**src/rtl/joystick_conditioner.sv**
```systemverilog
// Pmod joystick front end: 2-FF sync, ticked debounce, active-high mapping,
// per-port fire autofire and a one-cycle output change strobe.
module joystick_conditioner #(
    parameter int unsigned tick_div       = 1000,
    parameter int unsigned debounce_ticks = 8,
    parameter int unsigned autofire_half  = 2048
) (
    input  logic       clk,
    input  logic       reset,
    input  logic [0:4] pin_a,
    input  logic [0:4] pin_b,
    input  logic [0:1] autofire_en,
    output logic [0:4] joy1,
    output logic [0:4] joy2,
    output logic       changed,
    output logic       tick
);

    localparam int unsigned ports  = 2;
    localparam int unsigned bits   = 5;
    localparam int unsigned n      = ports * bits;
    localparam int unsigned tick_w = (tick_div > 1) ? $clog2(tick_div) : 1;
    localparam int unsigned deb_w  = (debounce_ticks > 1) ? $clog2(debounce_ticks) : 1;
    localparam int unsigned af_w   = (autofire_half > 1) ? $clog2(autofire_half) : 1;

    logic [0:n-1]        raw_c;
    logic [0:n-1]        sync1;
    logic [0:n-1]        sync2;
    logic [0:n-1]        stable;
    logic [deb_w-1:0]    deb_cnt [n];
    logic [tick_w-1:0]   tick_cnt;
    logic [af_w-1:0]     af_phase [ports];
    logic [0:ports-1]    af_level;
    logic [0:ports-1]    af_active_c;
    logic [0:n-1]        joy_c;

    assign raw_c = {pin_a, pin_b};

    // Two-stage synchroniser, idles at released (high)
    always_ff @(posedge clk) begin
        if (reset) begin
            sync1 <= '1;
            sync2 <= '1;
        end else begin
            sync1 <= raw_c;
            sync2 <= sync1;
        end
    end

    // Sample-tick divider; tick is high while the count sits at tick_div-1
    always_ff @(posedge clk) begin
        if (reset) begin
            tick_cnt <= '0;
            tick     <= 1'b0;
        end else begin
            if (tick_cnt == tick_w'(tick_div - 1)) begin
                tick_cnt <= '0;
            end else begin
                tick_cnt <= tick_cnt + tick_w'(1);
            end
            tick <= (tick_cnt == tick_w'(tick_div - 2));
        end
    end

    // Per-bit debounce: a new level needs debounce_ticks consecutive differing samples
    always_ff @(posedge clk) begin
        if (reset) begin
            stable <= '1;
            for (int i = 0; i < n; i++) begin
                deb_cnt[i] <= '0;
            end
        end else if (tick) begin
            for (int i = 0; i < n; i++) begin
                if (sync2[i] == stable[i]) begin
                    deb_cnt[i] <= '0;
                end else if (deb_cnt[i] == deb_w'(debounce_ticks - 1)) begin
                    stable[i]  <= sync2[i];
                    deb_cnt[i] <= '0;
                end else begin
                    deb_cnt[i] <= deb_cnt[i] + deb_w'(1);
                end
            end
        end
    end

    always_comb begin
        af_active_c = '0;
        for (int p = 0; p < ports; p++) begin
            af_active_c[p] = autofire_en[p] & ~stable[p * bits];
        end
    end

    // Autofire square wave; parked at phase 0 / level 1 whenever inactive
    always_ff @(posedge clk) begin
        if (reset) begin
            af_level <= '1;
            for (int p = 0; p < ports; p++) begin
                af_phase[p] <= '0;
            end
        end else begin
            for (int p = 0; p < ports; p++) begin
                if (!af_active_c[p]) begin
                    af_phase[p] <= '0;
                    af_level[p] <= 1'b1;
                end else if (tick) begin
                    if (af_phase[p] == af_w'(autofire_half - 1)) begin
                        af_phase[p] <= '0;
                        af_level[p] <= ~af_level[p];
                    end else begin
                        af_phase[p] <= af_phase[p] + af_w'(1);
                    end
                end
            end
        end
    end

    always_comb begin
        joy_c = ~stable;
        for (int p = 0; p < ports; p++) begin
            if (af_active_c[p]) begin
                joy_c[p * bits] = af_level[p];
            end
        end
    end

    // Registered outputs; changed fires in the same cycle the new value appears
    always_ff @(posedge clk) begin
        if (reset) begin
            joy1    <= '0;
            joy2    <= '0;
            changed <= 1'b0;
        end else begin
            joy1    <= joy_c[0:4];
            joy2    <= joy_c[5:9];
            changed <= (joy_c != {joy1, joy2});
        end
    end

endmodule

```
**config.mk**
```make
export PLATFORM = sky130hd
export DESIGN_NAME = joystick_conditioner
export DESIGN_NICKNAME = d
export VERILOG_FILES = /design/src/rtl/joystick_conditioner.sv
export SDC_FILE = /design/constraint.sdc
export NUM_CORES = 1
export LEC_CHECK = 0
export BUFFER_PORTS_ARGS = -buffer_cell sky130_fd_sc_hd__buf_2
export CORE_UTILIZATION = 50
export DETAILED_ROUTE_END_ITERATION = 10
export PLACE_DENSITY = 0.77
export SLEW_MARGIN = 15
export SYNTH_ARGS = -nofsm -noshare
export SYNTH_HDL_FRONTEND = slang
export SYNTH_SLANG_ARGS = --single-unit
```
**constraint.sdc**
```tcl
create_clock -name clk -period 4.1 [get_ports clk]
set_input_delay 0.615 -clock clk [delete_from_list [all_inputs] [get_ports clk]]
set_output_delay 0.615 -clock clk [all_outputs]
set_load 0.01 [all_outputs]
```
==> impl_metrics.ini, run 1 <==
[pwr]
ir_drop_mv = 0.195
power_uw = 1740
p_leak_uw = 0.00189
pwr_density_cell_nw_per_um2 = 351

[global_route]
grt_pass1_vias = 2707
grt_max_degree = 49
grt_pass1_wl_um = 12100
track_usage_pct = 15.9
antenna_found_initial = 0
overflow = 0

[cts]
numCtsBuffers = 9
htreeDepth = 3
cts-root-buf = clkbuf_8
cts_sinks = 106
cts-hold-fix-buffers = 0
clkTransAtPathRegs_ns = 0.09
cts_resized = 0
clock_latency_ns = 0.36
max-clock-path-buffers = 2
postCtsSetupBuffers = 0
cts_tree = yes

[place]
place.gp.congestion = 0.725
hpwlAfterDp_um = 4740
placed_cells = 508
io_buffer_count = 25

[floorplanning]
die-area_um2 = 9500
fp.dieH_um = 97.5
die_x_um = 97.5
initial_core_util_pct = 52.0
rows = 34
core_area_um2 = 8760
boundaryPins = 26

[worst_setup_path]
crit_type = flip-flop to flip-flop
r2r-end = af_phase[1][2]
reg2reg_slack_ns = 2.25
path_buf_inv = 0
r2r_start = af_phase[1][0]
slowest_stage = edfxtp_1
cpPeakStageDelay_ns = 0.41
crit_end = af_phase[1][2]
cp-end-kind = flip-flop
path_max_fanout = 11
r2r_cells = 5
critPathLaunchType = flip-flop
cp.depth = 5
worstPathRequired_ns = 4.21
path_cells = ha_1, nand3_1, nor4_4, a211o_1, nor2_1
cp_top_family = simple AND/OR/NAND/NOR gates
arrival_ns = 1.96
startpoint = af_phase[1][0]

[synth]
ys_types = 39
synth_enable_flop_cells = 52
yosys_most_used_dff = dfxtp_1
synth_nets = 421
ys_warn_count = 0
netlist_area_um2 = 4560
avgSynthCellArea_um2 = 11.9
async_reset_ff_share_pct = 0
ys_ff_latch = 106
syn_inst = 383
yosysSeqAreaShare_pct = 58.0

[hold_path]
hp-class = flip-flop to flip-flop

[routing]
detail_route.wl_per_cell_um = 13.1
drtPass1Iterations = 4
vias_per_cell = 5.22
drt_iter0_markers = 100
drc = 0
wl_um = 6880
antenna_left = 0
vias = 2737

[timing]
hold_violations = 0
rsz0062_at_grt = no
max_freq_mhz = 540
worstMarginPinSlew_ns = 0.619
setup_viol = 0
clock_skew_ns = 0.00798
relSlewSlack_pct = 58.4
tns_ns = 0
maxSlewViolCount = 0
period_share_pct = 45.2
layout_min_cycle_time_ns = 1.85
fin_hold_ws_ns = 0.417

[finish]
antenna_cells = 0
nets = 449
area_delta_synth_final_pct = 8.65
layout-drive-gt1-share_pct = 18.8
fin_cells = 524

[flow_run]
cap_viol_max_count = 0

[outcome]
status = completed
[report_power, final]
group | internal (µW) | leakage, µW | switching (µW)
logic | 21.3 | 0.000782 | 25.0
clock network | 223 | 0.0000847 | 332
registers | 1130 | 0.00102 | 10.7
total | 1370 | 0.00189 | 368
[cell families after synthesis]
| kind of cell | share of synthesized area (%) |
|---|---|
| simple gates | 19.7 |
| flops | 58.0 |
| xor+xnor | 8.65 |
| compound gates | 4.92 |
| fa+ha+maj | 6.59 |
| buf+inv | 2.11 |
[sequential cells by signal, summed over array words and instances (netlist names), 2 cells and up]
name and count:
af_level 2, deb_cnt 30, joy1 5, joy2 5
sync1 10, tick_cnt 10, stable 10, sync2 10
af_phase 22
[worst min-delay path by stage]
stage	cells past startpoint	endpoint	start	slack (ns)
5_1_grt	2	sync1[9]	pin_b[4]	0.41
3_3_place_gp	1	sync2[5]	sync1[5]	0.39
2_1_floorplan	1	sync2[0]	sync1[0]	0.39
4_1_cts	2	sync1[1]	pin_a[1]	0.41
3_5_place_dp	1	sync2[0]	sync1[0]	0.40
6_report	1	sync2[0]	sync1[0]	0.42
[synth_stat cells (all sizes together), types with 8 or more instances]
library cell,instances,area share (%)
inv,10,0.82
or2,20,2.7
nand2,8,0.66
nor4,13,2.1
nor2,50,4.7
and2,20,2.7
edfxtp,52,34
nor3,14,1.5
dfxtp,54,24
a21boi,10,1.6
xnor2,35,6.7
xor2,10,1.9
a311o,10,2.2
ha,24,6.6
nand3,11,1.2
[cell type report]
| type | count | area, µm² |
|---|---|---|
| clock inverter | 4 | 27.5 |
| inverter | 10 | 37.5 |
| sequential | 106 | 2640 |
| fill | 774 | 3810 |
| tap | 108 | 135 |
| clock buffer | 12 | 135 |
| multi-input combinational | 255 | 1820 |
| timing repair buffer | 29 | 155 |
[stage by stage]
stage                     utilization [%]  setup WS, ns  instance area [µm²]
final                                56.5          2.25                 4950
after detailed placement             54.6          1.96                 4790
after global placement               54.6          2.02                 4790
after global routing                 56.5          2.07                 4950
after floorplan                         -          2.21                 4560
after CTS                            56.5          2.22                 4950
[layout by cell type (no fill, tap or decap), types with 3 or more instances in the layout]
master    count
xor2_1       10
edfxtp_1     52
nand4_1       4
or2_2        20
xnor2_1      35
clkbuf_8      9
ha_1         24
inv_1        10
and2_1       20
nand2_1       8
nor2b_1       3
nor2_2       10
a311o_1      10
a21oi_1       3
nand4_2       3
buf_2        25
buf_4         4
clkbuf_1      3
nor3_1       14
nor4_1       12
nand3_1      11
nor2_1       40
dfxtp_1      54
a21boi_0     10
[per-layer routing]
| layer | GRT usage [%] | wire [µm] | up-vias |
|---|---|---|---|
| met5 | 0 | 0 | - |
| met4 | 5.43 | 81 | 0 |
| met3 | 3.60 | 257 | 8 |
| met2 | 27.3 | 3370 | 33 |
| met1 | 19.6 | 3170 | 1290 |
| li1 | - | - | 1406 |
[worst register-to-register path, cell delays in order, from the launching register on]
cell and delay, ns:
edfxtp_1 0.41, ha_1 0.20, nand3_1 0.23, nor4_4 0.29, a211o_1 0.38, nor2_1 0.10
Power figures use the tool's default switching activity.
==> run 2, diff against run 1 <==
--- a/config.mk
+++ b/config.mk
@@ -8,7 +8,7 @@
 export BUFFER_PORTS_ARGS = -buffer_cell sky130_fd_sc_hd__buf_2
 export CORE_UTILIZATION = 50
 export DETAILED_ROUTE_END_ITERATION = 10
-export PLACE_DENSITY = 0.77
+export PLACE_DENSITY = 0.8
 export SLEW_MARGIN = 15
 export SYNTH_ARGS = -nofsm -noshare
 export SYNTH_HDL_FRONTEND = slang
==> constraint.sdc (replaced) <==
create_clock -name clk -period 1.65 [get_ports clk]
set_input_delay 0.2475 -clock clk [delete_from_list [all_inputs] [get_ports clk]]
set_output_delay 0.2475 -clock clk [all_outputs]
set_load 0.01 [all_outputs]
==> impl_metrics.ini, run 2 (same netlist as run 1, synthesis figures left out) <==
[outcome]
status = completed

[floorplanning]
boundaryPins = 26
initial_core_util_pct = 52.0
die-area_um2 = 9500
fp.dieH_um = 97.5
core_area_um2 = 8760
rows = 34
die_x_um = 97.5

[global_route]
antenna_found_initial = 0
grt_pass1_wl_um = 13100
track_usage_pct = 17.2
overflow = 0
grt_pass1_vias = 2811
grt_max_degree = 31

[finish]
antenna_cells = 0
largest_reg_flops = 30
regMostFlops = deb_cnt
final_common_cell = dfxtp_1
fin_cells = 533
utilization_pct = 58.1
mostFrequentLayoutCells = dfxtp_1, edfxtp_1, nor2_1
layout-drive-gt1-share_pct = 21.9
fillers = 722
area_delta_synth_final_pct = 11.8
nets = 458
largest_registers = deb_cnt: 30 flops, af_phase: 22 flops

[routing]
drt_iter0_markers = 110
vias = 2830
vias_per_cell = 5.31
antenna_left = 0
detail_route.wl_per_cell_um = 14.1
drtPass1Iterations = 4
wl_um = 7520
drc = 0

[timing]
period_share_pct = 94.3
tns_ns = 0
hold_violations = 0
setup_slack_ns = 0.0942
relSlewSlack_pct = 67.2
layout_min_cycle_time_ns = 1.56
clock_skew_ns = 0.0142
max_freq_mhz = 643
setup_viol = 0
rsz0062_at_grt = no
maxSlewViolCount = 0
worstMarginPinSlew_ns = 0.487

[cts]
htreeDepth = 3
max-clock-path-buffers = 2
cts_sinks = 106
clock_latency_ns = 0.37
cts-hold-fix-buffers = 0
cts_tree = yes
cts-root-buf = clkbuf_8
numCtsBuffers = 9
clkTransAtPathRegs_ns = 0.11

[pwr]
pwr_density_cell_nw_per_um2 = 908
p_leak_uw = 0.00195
ir_drop_mv = 0.666

[place]
post-place-ws_ns = 0.0172
place.gp.congestion = 0.749
io_buffer_count = 25
hpwlAfterDp_um = 5120
placed_cells = 515

[hold_path]
hp-class = primary input to flip-flop

[worst_setup_path]
critPathLaunchType = flip-flop
cpPeakStageDelay_ns = 0.43
path_cells = ha_1, nand3_1, nor4_4, a211o_2, nor2_1
crit_type = flip-flop to flip-flop
slowest_stage = a211o_2
worstPathRequired_ns = 1.88
arrival_ns = 1.78
cp-end-kind = flip-flop
path_max_fanout = 11

[flow_run]
cap_viol_max_count = 0
run 2: worst paths after layout:
path,start,to,slack [ns],cells past startpoint
worst max-delay path,af_phase[1][0],af_phase[1][10],0.09,5
worst min-delay path,pin_a[1],sync1[1],0.04,2
worst max register to register,af_phase[1][0],af_phase[1][10],0.09,5
worst min register to register,sync1[9],sync2[9],0.42,1
run 2: critical path, delay by kind of cell (launching register included):
family                   cells  cell delay, ns
adder cells (fa/ha/maj)      1            0.24
flip-flops                   1            0.41
AND/OR/NAND/NOR              3            0.35
AO/OA/AOI/OAI                1            0.43
run 2: what timing repair did:
| action | CTS | global route |
|---|---|---|
| endpoints found under the setup margin | 1 | 23 |
| resized for setup | 0 | 4 |
| pin swaps | 1 | 1 |
| setup buffers | 0 | 1 |
| cloned | 0 | 1 |
run 2: metrics by stage:
| stage | power (µW) | instance area [µm²] | hold WS (ns) |
|---|---|---|---|
| after CTS | 4660 | 5070 | 0.0300 |
| after detailed placement | 3010 | 4860 | 0.394 |
| final | 4620 | 5090 | 0.0433 |
| after global routing | 4770 | 5090 | 0.0234 |
| after global placement | 3000 | 4860 | 0.392 |
| after floorplan | 2960 | 4560 | 0.351 |
run 2: power breakdown:
group          leakage (µW)  internal [µW]  switching (µW)  total (µW)
Combinational      0.000821           58.6            66.4         125
Sequential          0.00102           2800            28.2        2820
Clock              0.000106            740             934        1670
run 2: layer usage:
metal / vias up / global-route usage (%) / part of all wire, %
li1: 1425 / - / -
met1: 1364 / 21.1 / 46
met2: 33 / 29.4 / 50
met3: 8 / 3.31 / 2.4
met4: 0 / 7.92 / 1.2
met5: - / 0 / 0
run 2: layout make-up:
class	instances	area [µm²]	area share, %
clock buffer	10	128	2.50
clock inverter	6	83.8	1.65
inverter	10	41.3	0.810
multi-input combinational	256	1840	36.1
sequential	106	2640	51.9
tap	108	135	2.65
timing repair buffer	37	228	4.47
